## config.mk

```make
export PLATFORM = sky130hd
export DESIGN_NAME = pmem_arbiter
export DESIGN_NICKNAME = d
export VERILOG_FILES = /design/src/rtl/pmem_arbiter.sv
export SDC_FILE = /design/constraint.sdc
export NUM_CORES = 1
export LEC_CHECK = 0
export BUFFER_PORTS_ARGS = -buffer_cell sky130_fd_sc_hd__buf_2
export CAP_MARGIN = 40
export CORE_AREA = 2 2 649 651
export CTS_CLUSTER_SIZE = 28
export DETAILED_ROUTE_END_ITERATION = 6
export DIE_AREA = 0 0 651 653
export SYNTH_ARGS = -nofsm -noshare
export SYNTH_HDL_FRONTEND = slang
export SYNTH_SLANG_ARGS = --single-unit
```

## constraint.sdc

```tcl
create_clock -name clk -period 4.2 [get_ports clk]
set_input_delay 0.63 -clock clk [delete_from_list [all_inputs] [get_ports clk]]
set_output_delay 0.63 -clock clk [all_outputs]
set_load 0.02 [all_outputs]
```

## src/rtl/pmem_arbiter.sv

```systemverilog
// Physical-memory port arbiter shared by the I-cache and D-cache controllers.
// Grants one requester per transaction, latches its address/wdata/op, forwards
// the transaction to main memory and routes rdata/resp back to the granted cache.
// Build option: define ARB_ROUND_ROBIN_EN to break ties by alternating grants;
// otherwise ties go to the D-cache (fixed priority).
module pmem_arbiter #(
  parameter int unsigned ADDR_W = 32,
  parameter int unsigned LINE_W = 256
) (
  input  logic              clk,
  input  logic              rst_n,
  // I-cache side
  input  logic              i_pmem_read,
  input  logic              i_pmem_write,
  input  logic [ADDR_W-1:0] i_pmem_address,
  input  logic [LINE_W-1:0] i_pmem_wdata,
  output logic [LINE_W-1:0] i_pmem_rdata,
  output logic              i_pmem_resp,
  // D-cache side
  input  logic              d_pmem_read,
  input  logic              d_pmem_write,
  input  logic [ADDR_W-1:0] d_pmem_address,
  input  logic [LINE_W-1:0] d_pmem_wdata,
  output logic [LINE_W-1:0] d_pmem_rdata,
  output logic              d_pmem_resp,
  // Main memory side
  output logic              mem_read,
  output logic              mem_write,
  output logic [ADDR_W-1:0] mem_address,
  output logic [LINE_W-1:0] mem_wdata,
  input  logic [LINE_W-1:0] mem_rdata,
  input  logic              mem_resp
);

  typedef enum logic [1:0] {StIdle, StGrantI, StGrantD, StDone} state_e;

  state_e              state_q, state_d;
  logic [ADDR_W-1:0]   addr_q, addr_d;
  logic [LINE_W-1:0]   wdata_q, wdata_d;
  logic                write_q, write_d;
  // 1: most recent grant went to the D-cache
  logic                last_d_q, last_d_d;

  logic i_pend, d_pend, pick_d, granted;

  assign i_pend  = i_pmem_read | i_pmem_write;
  assign d_pend  = d_pmem_read | d_pmem_write;
  assign granted = (state_q == StGrantI) | (state_q == StGrantD);

  // Tie-break between simultaneous requesters
  always_comb begin
`ifdef ARB_ROUND_ROBIN_EN
    pick_d = d_pend & (~i_pend | ~last_d_q);
`else
    pick_d = d_pend;
`endif
  end

  // Next-state, capture of the granted transaction and grant history
  always_comb begin
    state_d  = state_q;
    addr_d   = addr_q;
    wdata_d  = wdata_q;
    write_d  = write_q;
    last_d_d = last_d_q;
    unique case (state_q)
      StIdle: begin
        if (i_pend | d_pend) begin
          if (pick_d) begin
            state_d  = StGrantD;
            addr_d   = d_pmem_address;
            wdata_d  = d_pmem_wdata;
            write_d  = d_pmem_write; // write wins over read when both are raised
            last_d_d = 1'b1;
          end else begin
            state_d  = StGrantI;
            addr_d   = i_pmem_address;
            wdata_d  = i_pmem_wdata;
            write_d  = i_pmem_write;
            last_d_d = 1'b0;
          end
        end
      end
      StGrantI, StGrantD: begin
        if (mem_resp) state_d = StDone;
      end
      StDone:  state_d = StIdle;
      default: state_d = StIdle;
    endcase
  end

  // State and transaction latches
  always_ff @(posedge clk or negedge rst_n) begin
    if (!rst_n) begin
      state_q  <= StIdle;
      addr_q   <= '0;
      wdata_q  <= '0;
      write_q  <= 1'b0;
      last_d_q <= 1'b1;
    end else begin
      state_q  <= state_d;
      addr_q   <= addr_d;
      wdata_q  <= wdata_d;
      write_q  <= write_d;
      last_d_q <= last_d_d;
    end
  end

  // Memory-side drive: op drops in the response cycle so memory never sees a second request
  always_comb begin
    mem_read    = granted & ~write_q & ~mem_resp;
    mem_write   = granted & write_q & ~mem_resp;
    mem_address = granted ? addr_q : '0;
    mem_wdata   = granted ? wdata_q : '0;
  end

  // Response routing: only the granted cache ever sees resp/rdata
  always_comb begin
    i_pmem_resp  = (state_q == StGrantI) & mem_resp;
    d_pmem_resp  = (state_q == StGrantD) & mem_resp;
    i_pmem_rdata = i_pmem_resp ? mem_rdata : '0;
    d_pmem_rdata = d_pmem_resp ? mem_rdata : '0;
  end

endmodule

```

# Yosys cells after proc, flatten, opt, wreduce, memory -nomap -nowiden
# Cells that the tools add are included.
[word_totals] register_bits=291 latch_bits=0 ramBits=0 mem_bits_ro=0 inputBits=839 out_inout_bits=804 n_memories=0
[op_classes] add_sub_neg=0 n_mul=0 div_mod_pow=0 order_cmp=0 eq_ne=5 n_shift=0 mux=11 n_bitwise=12 reduce_logical=4
[ops] operator="$mux 256" n=4
[ops] operator="$mux 32" n=2
[ops] operator="$and 1x1->1" n=6
[ops] operator="$mux 2" n=3
[ops] operator="$pmux 2 s3" n=1
[ops] operator="$eq 2x2->1 const B" n=2
[ops] operator="$ne 2x2->1 const B" n=2
[ops] operator="$or 1x1->1" n=4
[ops] operator="$reduce_and 2->1" n=2
[ops] operator="$eq 2x1->1 const B" n=1
[ops] operator="$logic_not 2->1" n=1
[ops] operator="$not 1->1" n=2
[ops] operator="$reduce_or 2->1" n=1
[ops] operator="$mux 1" n=1

# Logic depth before layout (Yosys ltp)
# Gate-level depths: netlist (run 1).
[logic_depth] ltp_word=4 mapped_depth=9

# Worst setup path before layout (run 1)
# Ideal clock, no wire load.
[synth_path] path_type="register to output" start="register state_q[0]" end="output port mem_wdata[155]" arrival_time_ns=1.678 required_time_ns=3.570 slack_ns=1.892 stages_incl_launch_ff=7 path_buffers=3 cell_sequence="dfrtp_1 -> inv_1 -> ha_1 -> clkbuf_1 -> clkbuf_1 -> clkbuf_1 -> and2_1"
[synth_between] elab_chain_len=3 word_cells_on_any_way=4 classes_between="eq/ne (2); mux (1); bitwise (1)"
[synth_rtl] item="start: declaration" line_no="37" source="state_e state_q, state_d;"
[synth_rtl] item="start signal: assignment" line_no="95" source="state_q <= StIdle;"
[synth_rtl] item="start signal: assignment" line_no="101" source="state_q <= state_d;"
[synth_rtl] item="$eq 2x1->1 / $eq 2x2->1 (equally long branches)" line_no="48" source="assign granted = (state_q == StGrantI) | (state_q == StGrantD);"
[synth_rtl] item="$or 1x1->1 (*)" line_no="48"
[synth_rtl] item="$mux 256 (*)" line_no="114" source="mem_wdata = granted ? wdata_q : '0;"
[synth_rtl] item="end: declaration" line_no="30" source="output logic [LINE_W-1:0] mem_wdata,"
# Every way passes the cells marked *; elsewhere a longest branch is shown, timed or not.

# Worst setup path after layout (run 1)
[layout_path] start="register state_q[0]" end="output port mem_address[0]"
[layout_between] elab_chain_len=3 word_cells_on_any_way=4 classes_between="eq/ne (2); mux (1); bitwise (1)"
[layout_rtl] item="$eq 2x1->1 / $eq 2x2->1 (equally long branches)" line_no="48"
[layout_rtl] item="$or 1x1->1 (*)" line_no="48"
[layout_rtl] item="$mux 32 (*)" line_no="113" source="mem_address = granted ? addr_q : '0;"
[layout_rtl] item="end: declaration" line_no="29" source="output logic [ADDR_W-1:0] mem_address,"
# Marked as above.

==> results of run 1 <==
critical path, stage by stage, from the launching register on:
cell and delay (ns):
dfrtp_1 0.41, inv_1 0.13, ha_4 0.48, buf_4 0.64, and2_1 0.36, buf_2 0.21
registers in the layout (all words and copies together), names as in the netlist:
register,count
wdata_q,256
addr_q,32
write_q,1
state_q,2
worst max path at each step:
stage                   endpoint  cells past startpoint  startpoint  slack [ns]
2_1_floorplan     mem_wdata[155]                      6  state_q[0]        1.89
3_3_place_gp   i_pmem_rdata[189]                      4    mem_resp        1.09
3_5_place_dp   i_pmem_rdata[189]                      4    mem_resp        1.08
4_1_cts           mem_wdata[120]                      6  state_q[0]        0.35
5_1_grt           mem_wdata[234]                      6  state_q[0]        0.39
6_report          mem_address[0]                      5  state_q[0]        0.64
layer usage:
metal / vias up / share of wire, % / global-route usage, %
met1: 12120 / 35 / 15.0
met2: 1799 / 49 / 24.1
met3: 560 / 12 / 6.38
li1: 10824 / - / -
met4: 134 / 3.7 / 4.72
met5: - / 0.29 / 0
logic make-up after synthesis:
group                      synth area share [%]
and+or+nand+nor                            32.6
AOI/OAI and AO/OA                          7.94
DFF                                        38.6
muxes                                      15.3
buffers and inverters                      5.40
adders and majority gates                 0.199
cells in the mapped netlist:
master and n:
nand2_1 289, o22a_1 1, a21oi_1 2, o21ai_1 201, buf_2 60, a21boi_0 1, buf_4 5, nor2_2 1
nor2b_1 2, nor2_1 2, ha_1 3, and2_1 292, inv_1 3, mux2i_1 288, o32ai_1 1, dfrtp_1 291
o41ai_2 1, clkbuf_1 159, and3_1 512, buf_1 6, o21ai_0 88, clkbuf_2 10
metrics by stage:
step	power, uW	setup WS (ns)	instances	hold WS [ns]	utilization, %
2_1_floorplan	12800	1.89	2218	0.334	-
3_3_place_gp	22100	1.09	9203	0.455	8.08
3_5_place_dp	22100	1.08	9206	0.463	8.09
4_1_cts	26200	0.348	9281	0.0183	8.43
5_1_grt	27000	0.394	9375	0.0680	8.49
6_report	25300	0.636	9441	0.0555	8.53
power by group:
part	switching, uW	internal [uW]	leakage, uW
Combinational	10500	4370	0.0140
Sequential	2430	4160	0.00360
Clock	1670	2180	0.000688
Total	14600	10700	0.0183
layout by cell type (no fill, tap or decap):
cell,instances
clkbuf_1,8
clkbuf_16,42
buf_12,22
and3_1,512
dfrtp_1,291
o21ai_0,88
buf_8,2
a21boi_0,1
buf_2,1640
inv_6,3
o21ai_1,201
o32ai_1,1
o41ai_4,1
inv_8,2
nor2_4,1
a21oi_1,2
clkinv_4,2
inv_1,3
inv_16,1
and2_1,292
clkbuf_8,4
mux2i_1,288
o22a_1,1
diode_2,160
buf_16,2
clkinv_2,6
nor2b_1,1
clkinv_8,1
bufinv_16,4
buf_4,41
nand2_1,289
nor2b_2,1
buf_6,1
ha_4,3
clkinvlp_4,2
nor2_1,2
final cells by class:
cell class / count / area [um2] / area share (%)
multi-input combinational: 1684 / 10600 / 29.8
timing repair buffer: 1708 / 9050 / 25.4
sequential: 291 / 7280 / 20.4
tap: 5520 / 6910 / 19.4
clock buffer: 54 / 1140 / 3.18
antenna: 160 / 400 / 1.12
clock inverter: 21 / 268 / 0.751
inverter: 3 / 11.3 / 0.0316
==> impl_metrics.csv, run 1 <==
group,metric,value,unit
setup_path,cp-end-kind,"output pin",
setup_path,reg2regPathDepth,6,
clocking,post_cts_resized,0,
routing,avgRoutedWirePerCell,32.9,um
clocking,clock-sinks,291,
sta,rsz0062_at_grt,"no",
cells_and_area,fillers,49198,
sta,clock_skew,0.0222,ns
routing,drt-total-wl,311000,um
synthesis,ys_warn_count,0,
setup_path,r2r_start,"state_q[0]",
synthesis,netlist.top_cell.by_area,"dfrtp_1",
power,vdd_drop_max,0.000502,V
sta,setup_tns,0,ns
global_route,grt_pass1_vias,23312,
routing,viasPerCell,2.69,
synthesis,ys_seq_area_share,38.6,%
clocking,clkTransAtPathRegs,0.07,ns
sta,finalCritPeriodShare,84.9,%
clocking,clkLatencyLatePin,0.66,ns
synthesis,synth_top_area_share,38.6,%
worst_hold_path,hold_path.class,"input port to async pin",
global_route,grt.total_usage,13.9,%
setup_path,r2r_end,"wdata_q[95]",
sta,relSlewSlack,37.1,%
die,core_area,0.418,mm2
clocking,hold_buffers,0,
setup_path,cp_max_fo,43,
sta,finalMaxSlewViolations,0,
placed_design,dpl.hpwl,281000,um
synthesis,ys_ff_latch,291,
clocking,root_buffer,"clkbuf_16",
synthesis,synth_top_cells_by_area,"dfrtp_1, and3_1, mux2i_1, and2_1, nand2_1",
die,pin_count,1643,
setup_path,startpoint_type,"flop",
cells_and_area,fin_area,0.0357,mm2
routing,drc,0,
cells_and_area,drive_gt1_share,47.4,%
clocking,clk_path_buf_depth,3,
sta,setup_viol,0,
synthesis,synth_fp_nets,3060,
global_route,grt_pass1_wl,361000,um
global_route,antenna_found_initial,323,
sta,worst_slew_pin_slew,0.943,ns
routing,drt_iter0_drc,2161,
global_route,overflow,0,
setup_path,reg2reg_slack,2.01,ns
placed_design,placed_cell_area,0.0339,mm2
run,cap_violations,0,
routing,drt_pass1_iterations,6,
synthesis,synthCells,2218,
synthesis,synth_area,0.0189,mm2
cells_and_area,layout.nets,4571,
setup_path,arrival,2.93,ns
synthesis,yosys.cell_types.count,22,
cells_and_area,area_delta_synth_final,89.1,%
placed_design,place_congestion,1.03,
sta,hold_violations,0,
die,fp.dieH,653,um
clocking,post_cts_buffers,0,
routing,drtAntennaViolNets,0,
clocking,cts_max_level,2,
power,p_per_area,709,mW/mm2
sta,max_freq,281,MHz
setup_path,crit_required,3.57,ns
run_status,status,"complete, no violations",
die,die_w,651,um
die,start_util,4.51,%
die,num_rows,238,
setup_path,crit_type,"flop to output pin",
power,p_leak,0.0183,uW
synthesis,syn_avg_cell_area,8.50,um2
clocking,tritoncts,"yes",
routing,vias,25437,
clocking,cts_buffers,41,
die,dieArea,0.425,mm2
global_route,grt_max_degree,193,
placed_design,portBuffers,1642,
sta,period_needed,3.56,ns
(Power assumes the default switching activity.)
==> inputs of run 2 (changes only) <==
Settings changed: ABC_AREA from default to 1, CORE_AREA 2 2 649 651 to 2 2 638 640, DIE_AREA 0 0 651 653 to 0 0 640 642.
Clock period 4.2 ns to 3.65 ns, I/O delays scaled along.
==> run 2 against run 1 <==
Via count grew 21%. Final cell count grew 14%. Wire length grew 16%. Clock skew grew 0.0078 ns. Area after synthesis grew 8.7%. Clock power grew 13%. Non-clock buffer count grew 16. Register-to-register slack lost 0.62 ns. Largest power group unchanged. First-iteration DRC count grew 11%. Global-route usage grew 3.0 points. Power grew 24%.
==> impl_metrics.csv, run 2 <==
group,metric,value,unit
worst_hold_path,min_to,"addr_q[30]",
synthesis,synthMostInstantiatedCell,"nand2_1",
setup_path,cp-end-kind,"output pin",
worst_hold_path,hold_depth,5,
power,power_switching,19400,uW
sta,finalCritPeriodShare,97.4,%
cells_and_area,largest_register,"wdata_q",
power,clockPowerShare,13.8,%
clocking,clock-sinks,291,
cells_and_area,reg_top3,"wdata_q: 256 flops, addr_q: 32 flops, state_q: 2 flops",
setup_path,cp_max_fo,72,
power,seqPwrFrac,20.7,%
synthesis,yosys.cell_types.count,15,
cells_and_area,area_delta_synth_final,83.0,%
power,p_leak,0.0224,uW
sta,hold_violations,0,
clocking,cts_max_level,2,
synthesis,synth_flop_cell,"dfrtp_1",
power,vdd_drop_max,0.000495,V
synthesis,async_reset_ff_share,100,%
cells_and_area,layout_common_cells,"nand2_1, buf_2, inv_1",
routing,vias,30666,
sta,worst_slew_pin_slew,0.897,ns
sta,setup_viol,0,
global_route,grt_pass1_wl,424000,um
cells_and_area,largest_reg_flops,256,
clocking,clkLatencyLatePin,0.65,ns
synthesis,ys_top_cells_by_count,"nand2_1, inv_1, nor2_1",
power,p_per_area,837,mW/mm2
synthesis,synth_top_area_share,35.5,%
global_route,grt.total_usage,17.0,%
clocking,clkTransAtPathRegs,0.06,ns
cells_and_area,drive_gt1_share,34.6,%
routing,drt_pass1_iterations,5,
placed_design,dp_cells,10550,
placed_design,place_congestion,0.988,
synthesis,synth_edf_count,0,
cells_and_area,fin_area,0.0375,mm2
die,fp.dieH,642,um
sta,clock_skew,0.0300,ns
clocking,clk_path_buf_depth,3,
synthesis,synth_fp_nets,4488,
synthesis,netlist.top_cell.by_area,"dfrtp_1",
routing,viasPerCell,2.84,
placed_design,dpl_worst_slack,0.764,ns
sta,max_freq,281,MHz
clocking,cts_buffers,41,
global_route,antenna_found_initial,288,
setup_path,startpoint_type,"flop",
routing,drt_iter0_drc,2406,
routing,avgRoutedWirePerCell,33.4,um
placed_design,portBuffers,1642,
global_route,grt_pass1_vias,29160,
cells_and_area,layout.nets,6008,
die,start_util,5.07,%
global_route,overflow,0,
placed_design,placed_cell_area,0.0357,mm2
worst_hold_path,hold_path.class,"input port to flop",
synthesis,ys_warn_count,0,
placed_design,dpl.hpwl,330000,um
die,dieArea,0.411,mm2
clocking,post_cts_resized,0,
cells_and_area,layout_commonest_cell,"nand2_1",
setup_path,reg2regPathDepth,8,
synthesis,synth_area,0.0205,mm2
die,num_rows,234,
routing,drc,0,
synthesis,ys_ff_latch,291,
global_route,grt_max_degree,139,
synthesis,syn_avg_cell_area,5.62,um2
power,swShare,62.0,%
setup_path,crit_required,3.10,ns
clocking,root_buffer,"clkbuf_16",
cells_and_area,fin_cells,10780,
die,die_w,640,um
die,core_area,0.404,mm2
setup_path,reg2reg_slack,1.39,ns
setup_path,r2r_end,"wdata_q[101]",
synthesis,ys_seq_area_share,35.5,%
die,pin_count,1643,
clocking,tritoncts,"yes",
run_status,status,"complete, no violations",
sta,rsz0062_at_grt,"no",
sta,period_needed,3.56,ns
synthesis,synth_top_cells_by_area,"dfrtp_1, nand2_1, inv_1, nor2_1, o21ai_0",
run,cap_violations,0,
routing,drtAntennaViolNets,0,
routing,drt-total-wl,361000,um
synthesis,synthCells,3646,
power,p_comb_share,65.5,%
setup_path,r2r_start,"state_q[0]",
setup_path,arrival,3.01,ns
power,internal_power,11900,uW
sta,finalMaxSlewViolations,0,
sta,layout_setup_ws,0.0931,ns
worst_hold_path,hold_start,"i_pmem_address[30]",
setup_path,crit_type,"flop to output pin",
sta,relSlewSlack,40.2,%
sta,setup_tns,0,ns
==> run 2: changes by cell type after synthesis, sizes merged, moves of 2 or more <==
| cell | previous run | this run |
|---|---|---|
| and2 | 292 | 0 |
| and3 | 512 | 0 |
| buf | 71 | 126 |
| clkbuf | 169 | 121 |
| inv | 3 | 551 |
| mux2i | 288 | 0 |
| nand2 | 289 | 1744 |
| nand3 | 0 | 3 |
| nor2 | 3 | 516 |
| nor2b | 2 | 0 |
==> run 2: critical path: stages, from the launching register on <==
cell	delay (ns)
dfrtp_1	0.41
inv_1	0.13
ha_1	0.21
nand2_4	0.13
buf_12	0.22
buf_4	0.36
nor2_1	0.43
buf_2	0.26
==> run 2: worst max path at each step <==
stage                     from                end  depth (start not counted)  slack, ns
floorplan           state_q[0]     mem_wdata[145]                          7       1.51
global placement      mem_resp  d_pmem_rdata[114]                          6       0.79
detailed placement    mem_resp  d_pmem_rdata[114]                          6       0.76
CTS                 state_q[0]  d_pmem_rdata[114]                          7       0.04
global route        state_q[1]  i_pmem_rdata[207]                          7       0.05
finish              state_q[1]  i_pmem_rdata[207]                          7       0.09
==> run 2: cell families after synthesis <==
| logic type | share of synthesized area (%) |
|---|---|
| buf+inv | 15.7 |
| flops | 35.5 |
| simple gates | 41.5 |
| compound gates | 7.11 |
| fa+ha+maj | 0.183 |
==> run 2: timing repair <==
| item | in CTS | in global routing |
|---|---|---|
| hold endpoints to repair | 55 | 0 |
| buffers inserted | 0 | 0 |
| hold buffers | 1 | 0 |
==> run 2: per-stage QoR <==
stage | util (%) | hold slack, ns | total power [uW]
4_1_cts | 9.18 | 0.0871 | 32500
3_5_place_dp | 8.84 | 0.465 | 28000
3_3_place_gp | 8.71 | 0.465 | 27900
5_1_grt | 9.26 | 0.149 | 33700
6_report | 9.28 | 0.168 | 31400
2_1_floorplan | - | 0.252 | 15000
==> run 2: power groups by stage <==
| stage | sequential (uW) | clock (uW) | combinational, uW |
|---|---|---|---|
| 2_1_floorplan | 5440 | 0 | 9600 |
| 3_3_place_gp | 6620 | 0 | 21300 |
| 3_5_place_dp | 6570 | 0 | 21400 |
| 4_1_cts | 6550 | 4510 | 21500 |
| 5_1_grt | 6660 | 4590 | 22500 |
| 6_report | 6490 | 4340 | 20500 |
==> run 2: cell type report <==
cell class                 instances  area [um2]
inverter                         551        2080
multi-input combinational       2557       10000
clock inverter                    19         225
clock buffer                      53        1150
sequential                       291        7280
antenna                          157         393
timing repair buffer            1724        9560
tap                             5428        6790
fill                           48154      367000
==> run 2: per-layer routing <==
layer  share of wire, %  vias up  global-route usage (%)
li1                   -    13728                       -
met1                 34    14364                    16.8
met2                 52     1822                    31.6
met3                9.3      660                    6.30
met4                4.6       92                    6.87
met5               0.18        -                       0
